[src/rtl/rgb565_to_ycbcr_if.sv]
// Pixel-stream bundle for rgb565_to_ycbcr: raw RGB565 video in, YCbCr video out.
// master drives the input stream and observes the output; slave is the converter.
interface rgb565_to_ycbcr_if;
    logic        in_de;
    logic        in_hsync;
    logic        in_vsync;
    logic [15:0] in_rgb565;
    logic        out_de;
    logic        out_hsync;
    logic        out_vsync;
    logic [7:0]  y_out;
    logic [15:0] data_cbcr;
    logic        frame_start;

    modport master (
        output in_de, in_hsync, in_vsync, in_rgb565,
        input  out_de, out_hsync, out_vsync, y_out, data_cbcr, frame_start
    );

    modport slave (
        input  in_de, in_hsync, in_vsync, in_rgb565,
        output out_de, out_hsync, out_vsync, y_out, data_cbcr, frame_start
    );
endinterface

[src/rtl/rgb565_to_ycbcr.sv]
// Three-stage RGB565 -> YCbCr (BT.601, 8-bit) converter with matched sync delay and frame_start flag.
// Define YCBCR_LIMITED_RANGE_EN to clamp Y to [16,235] and Cb/Cr to [16,240] in the last stage.
module rgb565_to_ycbcr #(
    parameter int ZERO_BLANK = 1
) (
    input  logic             clk,
    input  logic             rst,
    rgb565_to_ycbcr_if.slave bus
);
    typedef enum logic {ST_IDLE = 1'b0, ST_ARMED = 1'b1} fs_state_t;

    // Row-major coefficient table: Y (R,G,B), Cb (R,G,B), Cr (R,G,B) magnitudes.
    localparam logic [71:0] COEFS = {8'd77, 8'd150, 8'd29,
                                     8'd43, 8'd85,  8'd128,
                                     8'd128, 8'd107, 8'd21};

    logic [7:0]  r_r8, r_g8, r_b8;
    logic [2:0]  r_de_sr, r_hs_sr, r_vs_sr;
    logic [7:0]  w_s1_pix [3];
    logic [15:0] w_prod [9];

    always_ff @(posedge clk or posedge rst) begin
        if (rst) begin
            r_r8    <= '0;
            r_g8    <= '0;
            r_b8    <= '0;
            r_de_sr <= '0;
            r_hs_sr <= '0;
            r_vs_sr <= '0;
        end else begin
            r_r8    <= {bus.in_rgb565[15:11], bus.in_rgb565[15:13]};
            r_g8    <= {bus.in_rgb565[10:5],  bus.in_rgb565[10:9]};
            r_b8    <= {bus.in_rgb565[4:0],   bus.in_rgb565[4:2]};
            r_de_sr <= {r_de_sr[1:0], bus.in_de};
            r_hs_sr <= {r_hs_sr[1:0], bus.in_hsync};
            r_vs_sr <= {r_vs_sr[1:0], bus.in_vsync};
        end
    end

    assign w_s1_pix[0] = r_r8;
    assign w_s1_pix[1] = r_g8;
    assign w_s1_pix[2] = r_b8;

    genvar gi;
    generate
        for (gi = 0; gi < 9; gi++) begin : g_mul
            localparam int          SEL  = gi % 3;
            localparam logic [7:0]  COEF = COEFS[71 - 8*gi -: 8];
            logic [15:0] r_prod;
            always_ff @(posedge clk or posedge rst) begin
                if (rst) r_prod <= '0;
                else     r_prod <= {8'd0, w_s1_pix[SEL]} * {8'd0, COEF};
            end
            assign w_prod[gi] = r_prod;
        end
    endgenerate

    function automatic logic signed [17:0] ext18(input logic [15:0] p);
        return $signed({2'b00, p});
    endfunction

    logic signed [17:0] w_y_sum, w_cb_sum, w_cr_sum;
    logic [7:0]         w_y8, w_cb8, w_cr8;
    logic [7:0]         w_y_c, w_cb_c, w_cr_c;

    always_comb begin
        w_y_sum  = ext18(w_prod[0]) + ext18(w_prod[1]) + ext18(w_prod[2]);
        w_cb_sum = ext18(w_prod[5]) - ext18(w_prod[3]) - ext18(w_prod[4]) + 18'sd32768;
        w_cr_sum = ext18(w_prod[6]) - ext18(w_prod[7]) - ext18(w_prod[8]) + 18'sd32768;
    end

    // Sums are provably within [0,65408], so truncating the shifted value is exact.
    assign w_y8  = 8'(w_y_sum  >>> 8);
    assign w_cb8 = 8'(w_cb_sum >>> 8);
    assign w_cr8 = 8'(w_cr_sum >>> 8);

`ifdef YCBCR_LIMITED_RANGE_EN
    function automatic logic [7:0] clamp8(input logic [7:0] v, input logic [7:0] lo,
                                          input logic [7:0] hi);
        return (v < lo) ? lo : ((v > hi) ? hi : v);
    endfunction

    assign w_y_c  = clamp8(w_y8,  8'd16, 8'd235);
    assign w_cb_c = clamp8(w_cb8, 8'd16, 8'd240);
    assign w_cr_c = clamp8(w_cr8, 8'd16, 8'd240);
`else
    assign w_y_c  = w_y8;
    assign w_cb_c = w_cb8;
    assign w_cr_c = w_cr8;
`endif

    logic w_blank;
    assign w_blank = (ZERO_BLANK != 0) && !r_de_sr[1];

    fs_state_t r_state, w_state_next;
    logic      w_fs_next, w_vs_edge;
    logic [7:0]  r_y;
    logic [15:0] r_cbcr;
    logic        r_fs;

    // Edge and pixel are judged on the values about to appear at the outputs,
    // so the registered pulse lands on the same cycle as its pixel.
    assign w_vs_edge = r_vs_sr[1] && !r_vs_sr[2];

    always_comb begin
        w_state_next = r_state;
        w_fs_next    = 1'b0;
        if (w_vs_edge) begin
            w_state_next = ST_ARMED;
        end else if (r_state == ST_ARMED && r_de_sr[1]) begin
            w_state_next = ST_IDLE;
            w_fs_next    = 1'b1;
        end
    end

    always_ff @(posedge clk or posedge rst) begin
        if (rst) r_state <= ST_IDLE;
        else     r_state <= w_state_next;
    end

    always_ff @(posedge clk or posedge rst) begin
        if (rst) begin
            r_y    <= '0;
            r_cbcr <= '0;
            r_fs   <= 1'b0;
        end else begin
            r_y    <= w_blank ? 8'd0  : w_y_c;
            r_cbcr <= w_blank ? 16'd0 : {w_cb_c, w_cr_c};
            r_fs   <= w_fs_next;
        end
    end

    assign bus.out_de      = r_de_sr[2];
    assign bus.out_hsync   = r_hs_sr[2];
    assign bus.out_vsync   = r_vs_sr[2];
    assign bus.y_out       = r_y;
    assign bus.data_cbcr   = r_cbcr;
    assign bus.frame_start = r_fs;
endmodule
[src/flat_wrapper.sv]
// flat-port wrapper written by rule: the top's interface ports become plain ports
module rgb565_to_ycbcr_flat 
#(
    parameter int ZERO_BLANK = 1
)
  (clk, rst, bus_in_de, bus_in_hsync, bus_in_vsync, bus_in_rgb565, bus_out_de, bus_out_hsync, bus_out_vsync, bus_y_out, bus_data_cbcr, bus_frame_start);
  rgb565_to_ycbcr_if bus_i ();
  input  logic clk;
  input  logic rst;
  input wire logic [$bits(bus_i.in_de)-1:0] bus_in_de;
  input wire logic [$bits(bus_i.in_hsync)-1:0] bus_in_hsync;
  input wire logic [$bits(bus_i.in_vsync)-1:0] bus_in_vsync;
  input wire logic [$bits(bus_i.in_rgb565)-1:0] bus_in_rgb565;
  output wire logic [$bits(bus_i.out_de)-1:0] bus_out_de;
  output wire logic [$bits(bus_i.out_hsync)-1:0] bus_out_hsync;
  output wire logic [$bits(bus_i.out_vsync)-1:0] bus_out_vsync;
  output wire logic [$bits(bus_i.y_out)-1:0] bus_y_out;
  output wire logic [$bits(bus_i.data_cbcr)-1:0] bus_data_cbcr;
  output wire logic [$bits(bus_i.frame_start)-1:0] bus_frame_start;
  assign bus_i.in_de = bus_in_de;
  assign bus_i.in_hsync = bus_in_hsync;
  assign bus_i.in_vsync = bus_in_vsync;
  assign bus_i.in_rgb565 = bus_in_rgb565;
  assign bus_out_de = bus_i.out_de;
  assign bus_out_hsync = bus_i.out_hsync;
  assign bus_out_vsync = bus_i.out_vsync;
  assign bus_y_out = bus_i.y_out;
  assign bus_data_cbcr = bus_i.data_cbcr;
  assign bus_frame_start = bus_i.frame_start;
  rgb565_to_ycbcr #(.ZERO_BLANK(ZERO_BLANK)) u_core (.clk(clk), .rst(rst), .bus(bus_i));
endmodule
[config.mk]
export PLATFORM = sky130hd
export DESIGN_NAME = rgb565_to_ycbcr_flat
export DESIGN_NICKNAME = d
export VERILOG_FILES = /design/src/rtl/rgb565_to_ycbcr_if.sv /design/src/rtl/rgb565_to_ycbcr.sv /design/src/flat_wrapper.sv
export SDC_FILE = /design/constraint.sdc
export NUM_CORES = 1
export LEC_CHECK = 0
export BUFFER_PORTS_ARGS = -buffer_cell sky130_fd_sc_hd__buf_2
export CELL_PAD_IN_SITES_DETAIL_PLACEMENT = 0
export CELL_PAD_IN_SITES_GLOBAL_PLACEMENT = 1
export CORE_MARGIN = 4
export CORE_UTILIZATION = 45
export DETAILED_ROUTE_END_ITERATION = 10
export PLACE_DENSITY = 0.8
export SETUP_SLACK_MARGIN = 0.02
export SLEW_MARGIN = 20
export SYNTH_ARGS = -nofsm -noshare
export SYNTH_HDL_FRONTEND = slang
export SYNTH_SLANG_ARGS = --single-unit
[constraint.sdc]
create_clock -name clk -period 4 [get_ports clk]
set_input_delay 0.2 -clock clk [delete_from_list [all_inputs] [get_ports clk]]
set_output_delay 0.2 -clock clk [all_outputs]
set_load 0.01 [all_outputs]
==> out/qor.yml <==
logic_synthesis:
  yosys.area.top_type_share_pct: 30.7
  async_flop_share_pct: 100
  netlist_top_cells_count: "255 x ha_1, 205 x inv_1, 147 x dfrtp_1, 79 x fa_1"
  synth.most_common_cell: "ha_1"
  synth_area_um2: 12000
  ys_seq_area_share_pct: 30.7
  synth.largest_area_cell: "dfrtp_1"
  synthFlopType: "dfrtp_1"
  synthDistinctLibCells: 60
  syn_nets: 1472
  synth_edf_count: 0
  netlist_instances: 1117
  syn_area_per_cell_um2: 10.7
  ys_top_cells_by_area: "dfrtp_1 31%, ha_1 27%, fa_1 13%"
  yosys_warnings: 0
  ys_ff_latch: 147
placement:
  port_buffers: 48
  gp_congestion: 0.882
  hpwlAfterDp_mm: 19.6
global_route:
  grt_max_degree: 148
  grt_pass1_vias: 8160
  grt_pass1_wl_mm: 40.1
  grtUsageTotal_pct: 17.4
  antenna_found_initial: 0
  grt_overflow: 0
cells_and_area:
  area_growth_pct: 13.4
  nets: 1574
  layout-drive-gt1-share_pct: 9.34
  antenna_cells: 0
critical_path:
  worst_setup_path_end_kind: "register"
  crit_path_max_fanout: 7
  cp-start-kind: "register"
  crit_type: "register to register"
  arrival_ns: 4.14
  critPathRequiredTime_ns: 4.34
floorplanning:
  die_y_um: 171
  die_w_um: 171
  boundaryPins: 49
  core_area_um2: 26100
  dieArea_um2: 29300
  num_rows: 59
  start_util_pct: 45.8
clocking:
  clock-root-buffer: "clkbuf_16"
  cts.sinks: 147
  clk_path_buf_depth: 2
  cts_inserted_buffers: 17
  clkTransAtPathRegs_ns: 0.07
  clk_latency_ns: 0.43
  cts_tree: "yes"
  h-tree-depth: 4
route:
  dr_wl_met2_mm: 11.2
  m1WireLength_mm: 11.6
  first_iter_violations: 432
  wl_met3_um: 671
  avgViaCountPerCell: 5.11
  firstDrtPassIters: 5
  wl_mm: 23.9
  num_vias: 7995
  wl_per_cell_um: 15.3
  ant_nets: 0
  drc: 0
  top_layer_used: "met4"
hold_path:
  hp-class: "input port to async pin"
timing:
  skew_ns: 0.0148
  period_needed_ns: 3.81
  relSlewSlack_pct: 46.6
  min_period_over_period_pct: 95.1
  finalSetupViolCount: 0
  tns_ns: 0
  tightest_slew_ns: 0.801
  fin_hold_ws_ns: -0.0327
  hold_violations: 17
  timing.fmax_ghz: 0.263
  drv_slew: 0
  rsz0062_at_grt: "false"
power:
  ir_drop_mv: 0.334
  power_mw: 9.31
  p_per_area_nw_per_um2: 686
  p_leak_nw: 7.21
job:
  drv_cap: 0
status:
  violations: "hold timing"
  status: "finished, violations left"
==> critical path, cell delays in order, from the launching register on <==
cell,delay (ns)
dfrtp_2,0.47
ha_1,0.32
inv_1,0.06
fa_1,0.49
inv_1,0.07
ha_1,0.30
inv_1,0.06
fa_1,0.50
inv_1,0.04
ha_1,0.33
a21boi_0,0.17
o21ai_1,0.21
a21oi_1,0.11
or4_1,0.50
o211ai_1,0.11
==> state kept, by name, indices dropped and copies added, names as in the netlist <==
register	count
u_core.r_vs_sr	3
u_core.r_r8	5
u_core.r_de_sr	3
u_core.r_b8	5
u_core.r_hs_sr	3
u_core.bus.data_cbcr	16
u_core.bus.frame_start	1
u_core.g_mul.r_prod	96
u_core.r_g8	6
u_core.r_state	1
u_core.bus.y_out	8
==> cells by family (layout without fill, tap and decap cells) <==
group | count (synthesis) | count (layout) | synth area share [%]
adder cells (fa/ha/maj) | 334 | 334 | 39.9
AO/OA/AOI/OAI | 166 | 166 | 9.27
buffers and inverters | 209 | 323 | 6.55
XOR/XNOR | 70 | 70 | 5.12
AND/OR/NAND/NOR | 185 | 185 | 7.94
flip-flops | 147 | 147 | 30.7
multiplexers | 6 | 6 | 0.502
==> report_power, final <==
part	switching (mW)	internal (mW)
combinational	2.94	2.48
sequential	0.261	1.99
clock	0.702	0.938
total	3.90	5.41
==> final cells by class <==
class                           count  area (um2)
Clock buffer                       17         425
Clock inverter                     14         166
Fill cell                        2395       12600
Inverter                          206         777
Multi-Input combinational cell    761        7520
Sequential cell                   147        3680
Tap cell                          335         419
Timing Repair Buffer               86         586
==> layer usage <==
layer / track usage, % / vias to the layer above
li1: - / 3986
met1: 24.0 / 3871
met2: 28.8 / 110
met3: 2.15 / 28
met4: 5.51 / 0
met5: 0 / -
==> worst paths after layout <==
check / start / to / slack, ns / cells after the start
max reg2reg: u_core.r_g8[1] / u_core.g_mul[4].r_prod[13] / 0.19 / 14
max in group asynchronous: rst / u_core.r_r8[6] / 3.38 / 3
min: rst / u_core.g_mul[2].r_prod[10] / -0.03 / 3
min reg2reg: u_core.r_hs_sr[1] / u_core.r_hs_sr[2] / 0.35 / 0
min in group clk: u_core.r_hs_sr[1] / u_core.r_hs_sr[2] / 0.35 / 0
max: u_core.r_g8[1] / u_core.g_mul[4].r_prod[13] / 0.19 / 14
==> timing repair <==
item | in CTS | in global routing
setup buffers | 0 | 3
endpoints found under the hold margin | 19 | 0
resized for setup | 0 | 9
hold buffers | 19 | 0
endpoints found under the setup margin | 0 | 7
==> cells in the final DEF, fill, tap and decap left out, types with 9 or more instances in the layout <==
master         count
o21bai_1          10
nand3_1            9
dfrtp_1          143
ha_1             254
nor3_1            23
fa_1              79
inv_1            204
o21ai_0           26
xnor2_1           44
a21oi_1           44
nor2_1            42
buf_4             18
a21o_1            21
dlygate4sd3_1     19
and3_1            10
nand2b_1          16
buf_2             48
clkbuf_16         17
nand2_1           39
xor2_1            26
==> stage by stage <==
step / instance area (um2) / cells / hold WS (ns) / utilization [%] / setup WS, ns
after floorplan: 12000 / 1117 / 0.231 / - / 0.0360
final: 13600 / 1566 / -0.0327 / 52.0 / 0.194
after detailed placement: 12800 / 1513 / 0.310 / 48.8 / 0.134
after global placement: 12800 / 1513 / 0.309 / 48.8 / 0.178
after global routing: 13600 / 1566 / 0.0739 / 52.0 / 0.0190
after CTS: 13500 / 1563 / 0.0249 / 51.8 / 0.103
(Power assumes the default switching activity.)
